<file path="src/rtl/aes_key_schedule.sv">
// AES-128 key expansion: emits round keys 0..10 one per request, using a single
// shared S-box stepped over the four bytes of RotWord(w3).
module aes_key_schedule #(
    parameter int NROUNDS    = 10,
    parameter int SUB_CYCLES = 4
) (
    input  logic         int_osc,
    input  logic         load,
    input  logic [127:0] key,
    input  logic         add,
    output logic [127:0] nextkey,
    output logic         complete,
    output logic [3:0]   round
);

    localparam logic [1:0] LOAD0  = 2'd0;
    localparam logic [1:0] READY  = 2'd1;
    localparam logic [1:0] SUB    = 2'd2;
    localparam logic [1:0] EXPAND = 2'd3;

    localparam logic [1:0] LAST_IDX = 2'(SUB_CYCLES - 1);
    localparam logic [3:0] MAX_RND  = 4'(NROUNDS);

    localparam logic [0:255][7:0] SBOX = {
        128'h637c777bf26b6fc53001672bfed7ab76,
        128'hca82c97dfa5947f0add4a2af9ca472c0,
        128'hb7fd9326363ff7cc34a5e5f171d83115,
        128'h04c723c31896059a071280e2eb27b275,
        128'h09832c1a1b6e5aa0523bd6b329e32f84,
        128'h53d100ed20fcb15b6acbbe394a4c58cf,
        128'hd0efaafb434d338545f9027f503c9fa8,
        128'h51a3408f929d38f5bcb6da2110fff3d2,
        128'hcd0c13ec5f974417c4a77e3d645d1973,
        128'h60814fdc222a908846eeb814de5e0bdb,
        128'he0323a0a4906245cc2d3ac629195e479,
        128'he7c8376d8dd54ea96c56f4ea657aae08,
        128'hba78252e1ca6b4c6e8dd741f4bbd8b8a,
        128'h703eb5664803f60e613557b986c11d9e,
        128'he1f8981169d98e949b1e87e9ce5528df,
        128'h8ca1890dbfe6426841992d0fb054bb16
    };

    // Round constant for the key that is about to be produced (current round + 1).
    function automatic logic [7:0] rcon_next(input logic [3:0] r);
        case (r)
            4'd0:    return 8'h01;
            4'd1:    return 8'h02;
            4'd2:    return 8'h04;
            4'd3:    return 8'h08;
            4'd4:    return 8'h10;
            4'd5:    return 8'h20;
            4'd6:    return 8'h40;
            4'd7:    return 8'h80;
            4'd8:    return 8'h1b;
            4'd9:    return 8'h36;
            default: return 8'h00;
        endcase
    endfunction

    logic [1:0]   state_q, state_d;
    logic [127:0] key_q, key_d;
    logic         complete_q, complete_d;
    logic [3:0]   round_q, round_d;
    logic [31:0]  tmp_q, tmp_d;
    logic [1:0]   idx_q, idx_d;
    logic         add_q;

    logic [31:0]  rot_w;
    logic [7:0]   sbox_in;
    logic [7:0]   sbox_out;
    logic [31:0]  t_w, w4, w5, w6, w7;

    assign rot_w    = {key_q[23:0], key_q[31:24]};
    assign sbox_out = SBOX[sbox_in];

    always_comb begin
        sbox_in = 8'h00;
        case (idx_q)
            2'd0:    sbox_in = rot_w[31:24];
            2'd1:    sbox_in = rot_w[23:16];
            2'd2:    sbox_in = rot_w[15:8];
            default: sbox_in = rot_w[7:0];
        endcase
    end

    assign t_w = tmp_q ^ {rcon_next(round_q), 24'h000000};
    assign w4  = key_q[127:96] ^ t_w;
    assign w5  = key_q[95:64]  ^ w4;
    assign w6  = key_q[63:32]  ^ w5;
    assign w7  = key_q[31:0]   ^ w6;

    always_comb begin
        state_d    = state_q;
        key_d      = key_q;
        complete_d = complete_q;
        round_d    = round_q;
        tmp_d      = tmp_q;
        idx_d      = idx_q;
        case (state_q)
            LOAD0: begin
                key_d      = key;
                round_d    = 4'd0;
                complete_d = 1'b0;
                state_d    = READY;
            end
            READY: begin
                complete_d = 1'b1;
                if (add && !add_q && (round_q < MAX_RND)) begin
                    state_d    = SUB;
                    idx_d      = 2'd0;
                    complete_d = 1'b0;
                end
            end
            SUB: begin
                complete_d = 1'b0;
                case (idx_q)
                    2'd0:    tmp_d[31:24] = sbox_out;
                    2'd1:    tmp_d[23:16] = sbox_out;
                    2'd2:    tmp_d[15:8]  = sbox_out;
                    default: tmp_d[7:0]   = sbox_out;
                endcase
                idx_d = idx_q + 2'd1;
                if (idx_q == LAST_IDX) begin
                    state_d = EXPAND;
                end
            end
            default: begin
                key_d      = {w4, w5, w6, w7};
                round_d    = round_q + 4'd1;
                complete_d = 1'b1;
                state_d    = READY;
            end
        endcase
    end

    // add_q resets high so a request line already held high is not taken as an edge.
    always_ff @(posedge int_osc) begin
        if (load) begin
            state_q    <= LOAD0;
            key_q      <= '0;
            complete_q <= 1'b0;
            round_q    <= 4'd0;
            tmp_q      <= '0;
            idx_q      <= 2'd0;
            add_q      <= 1'b1;
        end else begin
            state_q    <= state_d;
            key_q      <= key_d;
            complete_q <= complete_d;
            round_q    <= round_d;
            tmp_q      <= tmp_d;
            idx_q      <= idx_d;
            add_q      <= add;
        end
    end

    assign nextkey  = key_q;
    assign complete = complete_q;
    assign round    = round_q;

endmodule

</file>
<file path="config.mk">
export PLATFORM = sky130hd
export DESIGN_NAME = aes_key_schedule
export DESIGN_NICKNAME = d
export VERILOG_FILES = /design/src/rtl/aes_key_schedule.sv
export SDC_FILE = /design/constraint.sdc
export NUM_CORES = 1
export LEC_CHECK = 0
export ABC_AREA = 1
export BUFFER_PORTS_ARGS = -buffer_cell sky130_fd_sc_hd__buf_2
export CORE_UTILIZATION = 30
export DETAILED_ROUTE_END_ITERATION = 16
export SYNTH_ARGS = -nofsm -noshare
export SYNTH_HDL_FRONTEND = slang
export SYNTH_SLANG_ARGS = --single-unit
export TNS_END_PERCENT = 100
</file>
<file path="constraint.sdc">
create_clock -name int_osc -period 5.15 [get_ports int_osc]
set_clock_uncertainty 0.1 [all_clocks]
set_input_delay 0.2575 -clock int_osc [delete_from_list [all_inputs] [get_ports int_osc]]
set_output_delay 0.2575 -clock int_osc [all_outputs]
set_load 0.01 [all_outputs]
</file>
=== Word-level counts from Yosys, hierarchy flattened ===
Memory sizes are Yosys's and may differ from the RTL's. A register that Yosys moved wholly into a read port is not among the register bits.
Cells that the tools add are included.
Widths: inputs -> output; s select.

* Bitwise operators: 7
* Muxes and demuxes: 14
* Equality and inequality tests: 7
* Add/subtract/negate cells: 2
* Order comparisons: 2
* Reductions and logical operators: 15

{| class="wikitable"
|+ Operator list
! kind !! count
|-
| $pmux 128 s2 || 1
|-
| $xor 32x32->32 || 5
|-
| $pmux 8 s3 || 1
|-
| $mux 8 || 2
|-
| $reduce_and 2->1 || 6
|-
| $ge 9x9->1 const B || 1
|-
| $not 8->9 || 1
|-
| $mux 4 || 2
|-
| $pmux 2 s2 || 2
|-
| $pmux 4 s2 || 1
|-
| $eq 2x2->1 const B || 3
|-
| $mux 2 || 3
|-
| $add 4x1->4 const B || 1
|-
| $eq 2x1->1 const B || 2
|-
| $logic_not 2->1 || 2
|-
| $lt 4x4->1 const B || 1
|-
| $ne 2x2->1 const B || 2
|-
| $reduce_or 2->1 || 2
|-
| $reduce_or 3->1 || 1
|-
| $add 2x1->2 const B || 1
|-
| $logic_and 1x1->1 || 2
|-
| $pmux 1 s2 || 1
|-
| $reduce_bool 2->1 || 1
|-
| $logic_not 1->1 || 1
|-
| other kinds (2) || 2
|}

* Flip-flop bits (word level): 170
* Bits in read-only memories: 2176
* Memories: 2

{| class="wikitable"
|+ Memories
! memory !! depth !! width !! read ports !! clocked after memory_dff !! wr ports !! line !! source
|-
| (no name shown) || 256 || 8 || 1 || 0 || 0 || 74 || <nowiki>assign sbox_out = SBOX[sbox_in];</nowiki>
|-
| (no name shown) || 16 || 8 || 1 || 1 || 0 || 45 || <nowiki>case (r)</nowiki>
|}

=== Depth between registers and ports, before layout ===
Gate-level depths: netlist of the first run.

* Depth after elaboration: 6
* Depth in mapped cells: 21
* Gate-level depth less buffers: 20

=== Worst setup path after synthesis of the first run ===
No wires, ideal clock.

* Path kind: register to register
* Start: register idx_q[0]
* End: register tmp_q[0]
* Period minus slack after synthesis: 2.782 ns
* Library setup time: 0.109 ns
* Path slack: 2.368 ns
* Data arrival time: 2.573 ns
* Stages on the path, launching flop included: 20
* Cell sequence: dfxtp_1 -> inv_1 -> ha_1 -> buf_4 -> nand2_1 -> nand2_1 -> nor2_1 -> nor2_4 -> ha_1 -> inv_1 -> nand3_2 -> buf_2 -> a21oi_1 -> nand2_1 -> nand3_1 -> nand3_1 -> nand3_2 -> nand3_1 -> nand2_1 -> inv_1

* Longest elaborated chain between the ends: 6

{| class="wikitable"
|+ Ends and longest elaborated chain
! item !! line !! source
|-
| from (decl) || 65 || <nowiki>logic [1:0] idx_q, idx_d;</nowiki>
|-
| from (signal assigned) || 152 || <nowiki>idx_q <= idx_d;</nowiki>
|-
| $eq 2x2->1, or another cell as far along || 78, 116 ||
|-
| $pmux 8 s3 || 78 || <nowiki>case (idx_q)</nowiki>
|-
| $not 8->9 (implied by the code) || 74 ||
|-
| $mem_v2 256x8 || - ||
|-
| $mux 8 (implied by the code) (2 in a row) || 74 ||
|-
| to (signal assigned) || 151 || <nowiki>tmp_q <= tmp_d;</nowiki>
|-
| to (decl) || 64 || <nowiki>logic [31:0] tmp_q, tmp_d;</nowiki>
|}

Several ways; a longest one is shown, not always the timed one. The select of a mux whose other input is x is not followed.
A chain may end at the register's enable or synchronous reset.

=== Worst setup path in the final report of the first run ===
* Start: register idx_q[0]
* End: register tmp_q[25]

* Longest elaborated chain between the ends: 6

{| class="wikitable"
|+ Ends and longest elaborated chain
! item !! line
|-
| $eq 2x2->1, or another cell as far along || 78
|-
| $pmux 8 s3 || 78
|-
| $not 8->9 (implied by the code) || 74
|-
| $mem_v2 256x8 || -
|-
| $mux 8 (implied by the code) (2 in a row) || 74
|}

Several ways; a longest one is shown, not always the timed one. The select of a mux whose other input is x is not followed.

==> results of run 1 <==
[what timing repair did]
item                      4_1_cts  5_1_grt
hold endpoints to repair       33        0
gates resized for setup         0        0
hold buffers                   33        0
[state kept, by name, summed over array words and instances, names as in the netlist, named ones only]
name,count
state_q,2
round,4
complete,1
tmp_q,32
idx_q,2
add_q,1
nextkey,128
[cells in the mapped netlist, drive strengths merged]
master / number
inv: 122
or2: 21
dfxtp: 178
nand2: 616
nand4: 2
o21a: 1
o22ai: 8
xnor2: 39
nand3: 346
o21bai: 3
nor2: 109
a22o: 3
buf: 51
nor3: 2
a31oi: 47
a21oi: 108
o21ai: 92
ha: 19
xor2: 81
clkbuf: 67
o211ai: 2
[critical path, stage by stage, from the launching register on]
cell and delay (ns):
dfxtp_1 0.36, inv_1 0.12, ha_1 0.36, nand2_1 0.09, nand2_1 0.13, nor2_1 0.09, nor2_4 0.27, ha_1 0.32
inv_1 0.15, nand3_2 0.42, nand2_1 0.24, inv_2 0.11, nand2_1 0.08, nand3_1 0.08, nand3_1 0.12, nand3_1 0.13
nand3_2 0.16, nand3_1 0.10, nand2_1 0.08, inv_1 0.04
[stage by stage]
stage | hold WS, ns | instance area, um^2 | utilization (%) | total power, mW | setup slack, ns
after detailed placement | 0.378 | 13800 | 34.5 | 9.41 | 1.61
after global routing | 0.00410 | 14800 | 36.9 | 11.7 | 1.23
after CTS | 0.000609 | 14700 | 36.9 | 10.8 | 1.59
final | 0.00627 | 14800 | 36.9 | 10.9 | 1.50
after global placement | 0.376 | 13800 | 34.5 | 9.35 | 1.74
after floorplan | 0.261 | 12300 | - | 7.16 | 2.37
[cell usage in the layout (no fill, tap or decap), types with 3 or more instances in the layout]
master           n
or2_2           21
o21ai_0         88
o21ai_1          4
inv_8            8
buf_4           10
dlygate4sd3_1   33
nor2_1         100
nand2_1        583
xnor2_1         39
o22ai_4          3
inv_2            8
a22o_1           3
inv_1          113
xor2_1          81
nand3_2         19
o22ai_1          4
nor2_4           7
dfxtp_1        178
a21oi_1        108
inv_6            5
ha_1            18
nand2_4         10
a31oi_1         47
nand2_8          3
clkbuf_16       17
nand2_2         20
nand3_1        327
buf_2          262
[cell families (layout without fill, tap and decap cells)]
group                      count (synthesis)  after routing  share of synthesized area [%]
AOI/OAI and AO/OA                        264            264                           11.9
DFF                                      178            178                           29.0
adders and majority gates                 19             19                           1.94
buffers and inverters                    240            461                           8.47
other                                      0              1                              0
and+or+nand+nor                         1096           1096                           40.1
xor gates and xnor gates                 120            120                           8.56
[power groups by stage]
stage | logic (mW) | registers, mW | clock network (mW)
6_report | 7.28 | 2.28 | 1.38
5_1_grt | 7.95 | 2.34 | 1.46
4_1_cts | 7.16 | 2.28 | 1.40
3_5_place_dp | 7.11 | 2.31 | 0
3_3_place_gp | 7.06 | 2.28 | 0
2_1_floorplan | 4.78 | 2.38 | 0
[worst paths after layout]
kind	from	endpoint	slack (ns)	depth (start not counted)
hold reg to reg	nextkey[69]$_SDFFE_PP0N_	nextkey[69]$_SDFFE_PP0N_	0.39	2
hold / removal	key[60]	nextkey[60]$_SDFFE_PP0N_	0.006	3
setup reg to reg	idx_q[0]$_SDFFE_PP0P_	tmp_q[25]$_SDFFE_PP0P_	1.50	19
setup / recovery	idx_q[0]$_SDFFE_PP0P_	tmp_q[25]$_SDFFE_PP0P_	1.50	19
[area by class of cell]
class | instances | area (um^2) | share of cell area (%)
tap | 525 | 657 | 4.45
multi-input combinational | 1499 | 7710 | 52.3
inverter | 122 | 460 | 3.12
timing repair buffer | 307 | 1750 | 11.9
clock buffer | 17 | 425 | 2.88
clock inverter | 15 | 180 | 1.22
antenna | 1 | 2.50 | 0.0170
sequential | 178 | 3560 | 24.2
[metal layers]
metal	wire [um]	global-route usage [%]	up-vias	part of all wire, %
met5	0	0	-	0
met4	1220	6.53	0	2.3
met3	4550	4.64	72	8.7
met2	23300	37.3	657	45
met1	23100	34.0	6550	44
li1	-	-	6664	-
==> run summary, run 1 <==
Slew headroom = 21.0%
Vias in the first global route = 12700
Syn avg cell area = 6.40 um^2
Placement row count = 73
First-pass DRT Iterations = 6
First-pass GRT wire length = 77500 um
Routability cong. = 0.997
VDD IR max = 0.742 mV
Core area = 40000 um^2
Largest net degree at the start of global routing = 113
Count of antenna-violating nets left after detailed routing = 0
CTS H-Tree Depth = 4
Leading post-synthesis cells by cell area = dfxtp_1 29%, nand2_1 18%, nand3_1 13%
Area Growth Syn to Fin = 20.1%
Ports = 264
Post-Synthesis Cells = 1917
Worst slew pin tran = 1.19 ns
Switching Share = 56.1%
Avg Vias per Cell = 5.23
Dpl cells = 2598
Final setup viols = 0
Number of fill cells = 4359
Starting Density = 30.7%
CTS tree = yes
Die area = 41700 um^2
Die Ht = 204 um
Clk_lat worst skew = 0.45 ns
CTS clock-pin slew for the worst setup and hold paths = 0.08 ns
Initial antenna violation count = 1
# DRC = 0
Cts bufs inserted = 17
Syn_nets = 2067
Setup repair bufs after CTS = 0
RSZ-0062 raised after global routing = no
Tcrit/Tclk final = 70.8%
Fraction of layout cells with a size suffix above 1 = 18.9%
# nets final = 2275
Yosys warns = 0
Cell taking the most area after synthesis = dfxtp_1
GRT overflow = 0
Final setup TNS = 0 ns
Crit end category = register
Fin cells = 2664
Hold Path Class = in -> reg
Dpl hpwl = 37000 um
Final Hold Fails = 0
Die Span X = 204 um
Combinational share of power = 66.5%
CTS max path bufs = 2
Fin crit period = 3.65 ns
Critical Path Start Type = register
Routed len/inst = 19.6 um
Area fraction of the dominant cell type after synthesis = 29.0%
Post-synthesis cell type count = 40
Int Pwr = 4.81 mW
F_max = 0.274 GHz
PD cells = 742 nW/um^2
Final WL = 52100 um
DR vias = 13900
Crit path DAT = 3.91 ns
GRT Total Usage = 24.2%
Crit path max fanout = 16
Max Cap Violations = 0
Root Driver = clkbuf_16
Slew Viols, Final = 0
Reg power frac = 20.9%
Worst EP required = 5.41 ns
Switch Pwr = 6.14 mW
Critical path type = reg -> reg
Sequential area share after synthesis = 29.0%
DR iter-0 viols = 1753
Static Leakage = 6.88 nW
Status = complete, no violations
I/O Buffers = 263
Clk pwr share = 12.6%
Mapped cell area = 12300 um^2
Sink Count = 178
Seq cells post-synth = 178
Power figures use the tool's default switching activity.
==> run 2: changes to the inputs <==
Clock period 5.15 ns to 2.94 ns, I/O delays scaled along.
==> run summary, run 2 (synthesis gave the netlist of run 1 again) <==
Critical Path, Cell by Cell = buf_4 -> ha_2 -> nand2_1 -> nand2_2 -> nor2_2 -> nor2_4 -> buf_4 -> ha_4 -> buf_4 -> nand3_1 -> buf_12 -> a21oi_1 -> nand2_1 -> nand3_1 -> nand2_1 -> nand2_1 -> nand3_2 -> nand2_4 -> a21oi_1 (was inv_1 -> ha_1 -> nand2_1 -> nand2_1 -> nor2_1 -> nor2_4 -> ha_1 -> inv_1 -> nand3_2 -> nand2_1 -> inv_2 -> nand2_1 -> nand3_1 -> nand3_1 -> nand3_1 -> nand3_2 -> nand3_1 -> nand2_1 -> inv_1)
Cell mode on critical path = nand2_1 (unchanged)
F_max = 0.353 GHz (was 0.274 GHz)
# DRC = 0 (unchanged)
Largest register FFs = 128 (unchanged)
Number of fill cells = 4099 (was 4359)
Routed len/inst = 20.0 um (was 19.6 um)
Slew headroom = 41.2% (was 21.0%)
Crit path max fanout = 12 (was 16)
CTS H-Tree Depth = 4 (unchanged)
GRT overflow = 0 (unchanged)
Core area = 40000 um^2 (unchanged)
Worst hold margin = 0.00868 ns (was 0.00627 ns)
Fin crit period = 2.83 ns (was 3.65 ns)
Max Cap Violations = 0 (unchanged)
DR vias = 15000 (was 13900)
PD cells = 1230 nW/um^2 (was 742 nW/um^2)
Cts bufs inserted = 17 (unchanged)
Slowest CP cell = dfxtp_2 (was nand3_2)
R2r setup slk = 0.11 ns (was 1.50 ns)
Status = complete, no violations (unchanged)
Starting Density = 30.7% (unchanged)
Die Span X = 204 um (unchanged)
CTS tree = yes (unchanged)
VDD IR max = 1.17 mV (was 0.742 mV)
Register area = 3570 um^2 (was 3560 um^2)
Final setup viols = 0 (unchanged)
Fraction of layout cells with a size suffix above 1 = 24.4% (was 18.9%)
Commonest non-fill, non-tap cell in the layout = nand2_1 (unchanged)
Crit end category = register (unchanged)
R2r endpoint = tmp_q[3]$_SDFFE_PP0P_ (was tmp_q[25]$_SDFFE_PP0P_)
Final Hold Fails = 0 (unchanged)
Die area = 41700 um^2 (unchanged)
Area Growth Syn to Fin = 39.5% (was 20.1%)
I/O Buffers = 263 (unchanged)
Ports = 264 (unchanged)
Max incr delay on CP = 0.35 ns (was 0.42 ns)
Hold Path Class = in -> reg (unchanged)
Power Total = 21.1 mW (was 10.9 mW)
First-pass GRT wire length = 84800 um (was 77500 um)
Worst slew pin tran = 0.883 ns (was 1.19 ns)
R2R Path Start = idx_q[0]$_SDFFE_PP0P_ (unchanged)
Root Driver = clkbuf_16 (unchanged)
CP Launch Point = idx_q[0]$_SDFFE_PP0P_ (unchanged)
RSZ-0062 raised after global routing = yes (was no)
Largest net degree at the start of global routing = 113 (unchanged)
Worst EP required = 3.14 ns (was 5.41 ns)
Placement row count = 73 (unchanged)
DR iter-0 viols = 1548 (was 1753)
Routability cong. = 0.978 (was 0.997)
Area of the multi-input gates = 7980 um^2 (was 7710 um^2)
# nets final = 2495 (was 2275)
Clk_lat worst skew = 0.44 ns (was 0.45 ns)
Critical Path Start Type = register (unchanged)
Initial antenna violation count = 0 (was 1)
Crit path buf inv count = 4 (unchanged)
Static Leakage = 8.00 nW (was 6.88 nW)
Vias in the first global route = 13900 (was 12700)
Crit. path cell count = 19 (unchanged)
Count of antenna-violating nets left after detailed routing = 0 (unchanged)
GRT Total Usage = 26.7% (was 24.2%)
Worst path top cell family by delay = simple AND/OR/NAND/NOR gates (unchanged)
Reg2Reg Depth = 19 (unchanged)
Capture point of the worst path = tmp_q[3]$_SDFFE_PP0P_ (was tmp_q[25]$_SDFFE_PP0P_)
Tcrit/Tclk final = 96.2% (was 70.8%)
Final WL = 57800 um (was 52100 um)
Crit path DAT = 3.03 ns (was 3.91 ns)
First-pass DRT Iterations = 5 (was 6)
Avg Vias per Cell = 5.20 (was 5.23)
Critical path type = reg -> reg (unchanged)
Dpl hpwl = 41700 um (was 37000 um)
Slew Viols, Final = 0 (unchanged)
CTS max path bufs = 2 (unchanged)
Most frequent cells in the layout = 576 x nand2_1, 310 x nand3_1, 262 x buf_2, 176 x dfxtp_1, 122 x dlygate4sd3_1 (was 583 x nand2_1, 327 x nand3_1, 262 x buf_2, 178 x dfxtp_1, 113 x inv_1)
CTS clock-pin slew for the worst setup and hold paths = 0.07 ns (was 0.08 ns)
Sink Count = 178 (unchanged)
Die Ht = 204 um (unchanged)
run 2: cell types whose count changed in the layout (fill, tap and decap cells not counted), moves of 8 or more:
cell,change
ha_1,-10
dlygate4sd3_1,+89
nand3_2,+15
buf_4,+105
buf_12,+21
inv_8,-8
nand3_1,-17
run 2: metal layers:
metal | GRT usage (%) | vias to the layer above | routed length [um]
met5 | 0 | - | 0
met4 | 10.7 | 0 | 2280
met3 | 4.08 | 108 | 4360
met2 | 41.7 | 719 | 25700
met1 | 36.6 | 7039 | 25500
li1 | - | 7118 | -
run 2: worst min path at each step:
| stage | end | slack, ns | cells past startpoint | from |
|---|---|---|---|---|
| 4_1_cts | nextkey[34]$_SDFFE_PP0N_ | 0.0002 | 5 | key[34] |
| 3_5_place_dp | add_q$_SDFF_PP1_ | 0.27 | 2 | add |
| 6_report | nextkey[34]$_SDFFE_PP0N_ | 0.009 | 5 | key[34] |
| 5_1_grt | nextkey[34]$_SDFFE_PP0N_ | 0.03 | 5 | key[34] |
| 3_3_place_gp | add_q$_SDFF_PP1_ | 0.27 | 2 | add |
| 2_1_floorplan | add_q$_SDFF_PP1_ | 0.15 | 1 | add |
run 2: repair_timing:
item / 4_1_cts / 5_1_grt
buffers inserted: 0 / 9
pin swaps: 1 / 19
setup endpoints to repair: 24 / 32
endpoints found under the hold margin: 124 / 0
hold buffers: 122 / 0
gates resized for setup: 8 / 60
run 2: per-stage QoR:
| step | utilization [%] | setup TNS, ns | cell area (um^2) | setup slack [ns] | cells |
|---|---|---|---|---|---|
| 2_1_floorplan | - | 0 | 12300 | 0.158 | 1917 |
| 3_3_place_gp | 37.3 | -0.510 | 14900 | -0.103 | 2720 |
| 3_5_place_dp | 37.3 | -0.589 | 14900 | -0.0958 | 2720 |
| 4_1_cts | 41.8 | -0.106 | 16700 | -0.0211 | 2874 |
| 5_1_grt | 42.8 | -0.107 | 17100 | -0.0330 | 2883 |
| 6_report | 42.8 | 0 | 17100 | 0.110 | 2884 |
run 2: area by class of cell:
| type | count | share of cell area, % |
|---|---|---|
| antenna | 1 | 0.0146 |
| sequential | 178 | 20.8 |
| multi-input combinational | 1499 | 46.6 |
| clock buffer | 20 | 2.61 |
| inverter | 122 | 2.70 |
| timing repair buffer | 527 | 22.8 |
| clock inverter | 12 | 0.628 |
| tap | 525 | 3.83 |
run 2: worst reg2reg max path: cells and delay by family (launching register included):
| kind | cells | cell delay (ns) |
|---|---|---|
| DFF | 1 | 0.35 |
| adders and majority gates | 2 | 0.33 |
| buffers and inverters | 4 | 0.57 |
| AOI/OAI and AO/OA | 2 | 0.18 |
| and+or+nand+nor | 11 | 1.14 |
run 2: power breakdown:
group          leakage, nW  internal [mW]  switching [mW]
combinational         6.28           5.31            9.52
clock                0.267           1.19            1.03
sequential            1.46           3.21           0.797
==> run 3: changes to the inputs <==
==> constraint.sdc (replaced) <==
create_clock -name int_osc -period 2.94 [get_ports int_osc]
set_clock_uncertainty 0.1 [all_clocks]
set_input_delay 0 -clock int_osc [delete_from_list [all_inputs] [get_ports int_osc]]
set_output_delay 0 -clock int_osc [all_outputs]
set_load 0.01 [all_outputs]
==> run summary, run 3 (synthesis gave the netlist of run 1 again) <==
Initial antenna violation count = 0 (unchanged)
# DRC = 0 (unchanged)
Crit end category = register (unchanged)
Max incr delay on CP = 0.34 ns (was 0.35 ns)
Slew Viols, Final = 0 (unchanged)
First-pass DRT Iterations = 6 (was 5)
Number of fill cells = 4009 (was 4099)
Reg2Reg Depth = 20 (was 19)
Cts bufs inserted = 17 (unchanged)
Routability cong. = 0.970 (was 0.978)
CTS max path bufs = 2 (unchanged)
R2R Path Start = idx_q[0]$_SDFFE_PP0P_ (unchanged)
Critical Path Start Type = register (unchanged)
DR vias = 15500 (was 15000)
First-pass GRT wire length = 87800 um (was 84800 um)
GRT Total Usage = 27.5% (was 26.7%)
Capture point of the worst path = tmp_q[22]$_SDFFE_PP0P_ (was tmp_q[3]$_SDFFE_PP0P_)
Slew headroom = 43.6% (was 41.2%)
CTS tree = yes (unchanged)
Dpl hpwl = 41500 um (was 41700 um)
# nets final = 2562 (was 2495)
Util after Layout = 44.7% (was 42.8%)
Area of the multi-input gates = 8040 um^2 (was 7980 um^2)
Status = complete, no violations (unchanged)
Die Span X = 204 um (unchanged)
GRT overflow = 0 (unchanged)
Area Growth Syn to Fin = 45.7% (was 39.5%)
PD cells = 1230 nW/um^2 (about the same)
Sink Count = 178 (unchanged)
F_max = 0.350 GHz (was 0.353 GHz)
Count of antenna-violating nets left after detailed routing = 0 (unchanged)
Hold Path Class = in -> reg (unchanged)
Critical Path, Cell by Cell = buf_4 -> ha_2 -> inv_4 -> buf_4 -> nor2_4 -> o21bai_4 -> buf_12 -> ha_4 -> nand3_1 -> buf_4 -> buf_4 -> o21ai_0 -> nand2_1 -> nand3_1 -> nand3_1 -> nand3_1 -> nand3_2 -> nand3_1 -> nand2_1 -> inv_1 (was buf_4 -> ha_2 -> nand2_1 -> nand2_2 -> nor2_2 -> nor2_4 -> buf_4 -> ha_4 -> buf_4 -> nand3_1 -> buf_12 -> a21oi_1 -> nand2_1 -> nand3_1 -> nand2_1 -> nand2_1 -> nand3_2 -> nand2_4 -> a21oi_1)
Ports = 264 (unchanged)
Dpl cells = 2718 (was 2720)
Crit path DAT = 3.10 ns (was 3.03 ns)
CTS H-Tree Depth = 4 (unchanged)
Largest net degree at the start of global routing = 113 (unchanged)
Max Cap Violations = 0 (unchanged)
Final setup viols = 0 (unchanged)
Static Leakage = 8.41 nW (was 8.00 nW)
Final Hold Fails = 0 (unchanged)
Die Ht = 204 um (unchanged)
R2r setup slk = 0.08 ns (was 0.11 ns)
Commonest non-fill, non-tap cell in the layout = nand2_1 (unchanged)
Fin cells = 2949 (was 2884)
Core area = 40000 um^2 (unchanged)
Worst slew pin tran = 0.847 ns (was 0.883 ns)
Routed len/inst = 20.1 um (was 20.0 um)
Fraction of layout cells with a size suffix above 1 = 24.2% (was 24.4%)
Largest register FFs = 128 (unchanged)
Root Driver = clkbuf_16 (unchanged)
Critical path type = reg -> reg (unchanged)
Fin crit period = 2.86 ns (was 2.83 ns)
Most frequent cells in the layout = 570 x nand2_1, 310 x nand3_1, 262 x buf_2, 188 x dlygate4sd3_1, 176 x dfxtp_1 (was 576 x nand2_1, 310 x nand3_1, 262 x buf_2, 176 x dfxtp_1, 122 x dlygate4sd3_1)
Slowest CP cell = dfxtp_2 (unchanged)
CP Launch Point = idx_q[0]$_SDFFE_PP0P_ (unchanged)
VDD IR max = 1.07 mV (was 1.17 mV)
Avg Vias per Cell = 5.25 (was 5.20)
N_diodes = 0 (was 1)
Final WL = 59400 um (was 57800 um)
Cell mode on critical path = nand3_1 (was nand2_1)
Register area = 3570 um^2 (about the same)
DR iter-0 viols = 1735 (was 1548)
Worst EP required = 3.18 ns (was 3.14 ns)
Placement row count = 73 (unchanged)
Tcrit/Tclk final = 97.1% (was 96.2%)
I/O Buffers = 263 (unchanged)
Vias in the first global route = 14600 (was 13900)
R2r endpoint = tmp_q[22]$_SDFFE_PP0P_ (was tmp_q[3]$_SDFFE_PP0P_)
Die area = 41700 um^2 (unchanged)
Worst hold margin = 0.226 ns (was 0.00868 ns)
Clk_lat worst skew = 0.44 ns (about the same)
CTS clock-pin slew for the worst setup and hold paths = 0.07 ns (about the same)
Starting Density = 30.7% (unchanged)
Crit path max fanout = 7 (was 12)
## run 3: cell count changes in the layout (fill, tap and decap cells not counted), moves of 3 or more
cell	previous run	this run
nand2_4	14	9
dlygate4sd3_1	122	188
inv_4	0	3
nand2_2	22	31
nand2_1	576	570
## run 3: worst max-delay path, delay by kind of cell, from the launching register on
kind,cells,cell delay (ns)
simple gates,9,0.81
fa+ha+maj,2,0.36
buf+inv,7,0.86
flops,1,0.34
compound gates,2,0.27
## run 3: metal layers
metal | GRT usage [%] | wire length, um
met2 | 42.6 | 26500
met4 | 12.3 | 2720
met5 | 0 | 0
met3 | 4.54 | 4770
met1 | 37.1 | 25400
## run 3: worst min-delay path by stage
stage / start / endpoint / slack [ns] / cells after the start
after floorplan: add / add_q$_SDFF_PP1_ / 0.004 / 1
after global placement: add / add_q$_SDFF_PP1_ / 0.12 / 2
after detailed placement: add / add_q$_SDFF_PP1_ / 0.14 / 2
after CTS: add / add_q$_SDFF_PP1_ / 0.20 / 3
after global routing: add / add_q$_SDFF_PP1_ / 0.22 / 3
final: add / add_q$_SDFF_PP1_ / 0.23 / 3
## run 3: cell type report
| class | instances | area share [%] |
|---|---|---|
| sequential | 178 | 19.9 |
| timing repair buffer | 593 | 25.6 |
| inverter | 122 | 2.60 |
| tap | 525 | 3.67 |
| multi-input combinational | 1500 | 44.9 |
| clock inverter | 13 | 0.839 |
| clock buffer | 18 | 2.46 |
## run 3: through the flow
step | setup TNS [ns] | power [mW] | cell area [um^2] | worst slack (ns)
6_report | 0 | 21.9 | 17900 | 0.0848
5_1_grt | -0.121 | 23.4 | 17900 | -0.0231
4_1_cts | 0 | 21.1 | 17500 | 0.0110
3_5_place_dp | -1.04 | 18.0 | 14900 | -0.134
3_3_place_gp | -0.563 | 18.0 | 14900 | -0.107
2_1_floorplan | 0 | 12.5 | 12300 | 0.158
## run 3: power by group
part,internal [mW],total (mW),switching (mW)
Clock,1.29,2.37,1.08
Sequential,3.21,4.01,0.799
Combinational,5.79,15.5,9.74
Total,10.3,21.9,11.6
## run 3: timing repair
| item | 4_1_cts | 5_1_grt |
|---|---|---|
| endpoints found under the setup margin | 27 | 32 |
| hold buffers | 188 | 0 |
| endpoints found under the hold margin | 131 | 0 |
| pin swaps | 3 | 24 |
| gates cloned | 0 | 1 |
| resized for setup | 10 | 71 |
| buffers inserted | 1 | 10 |
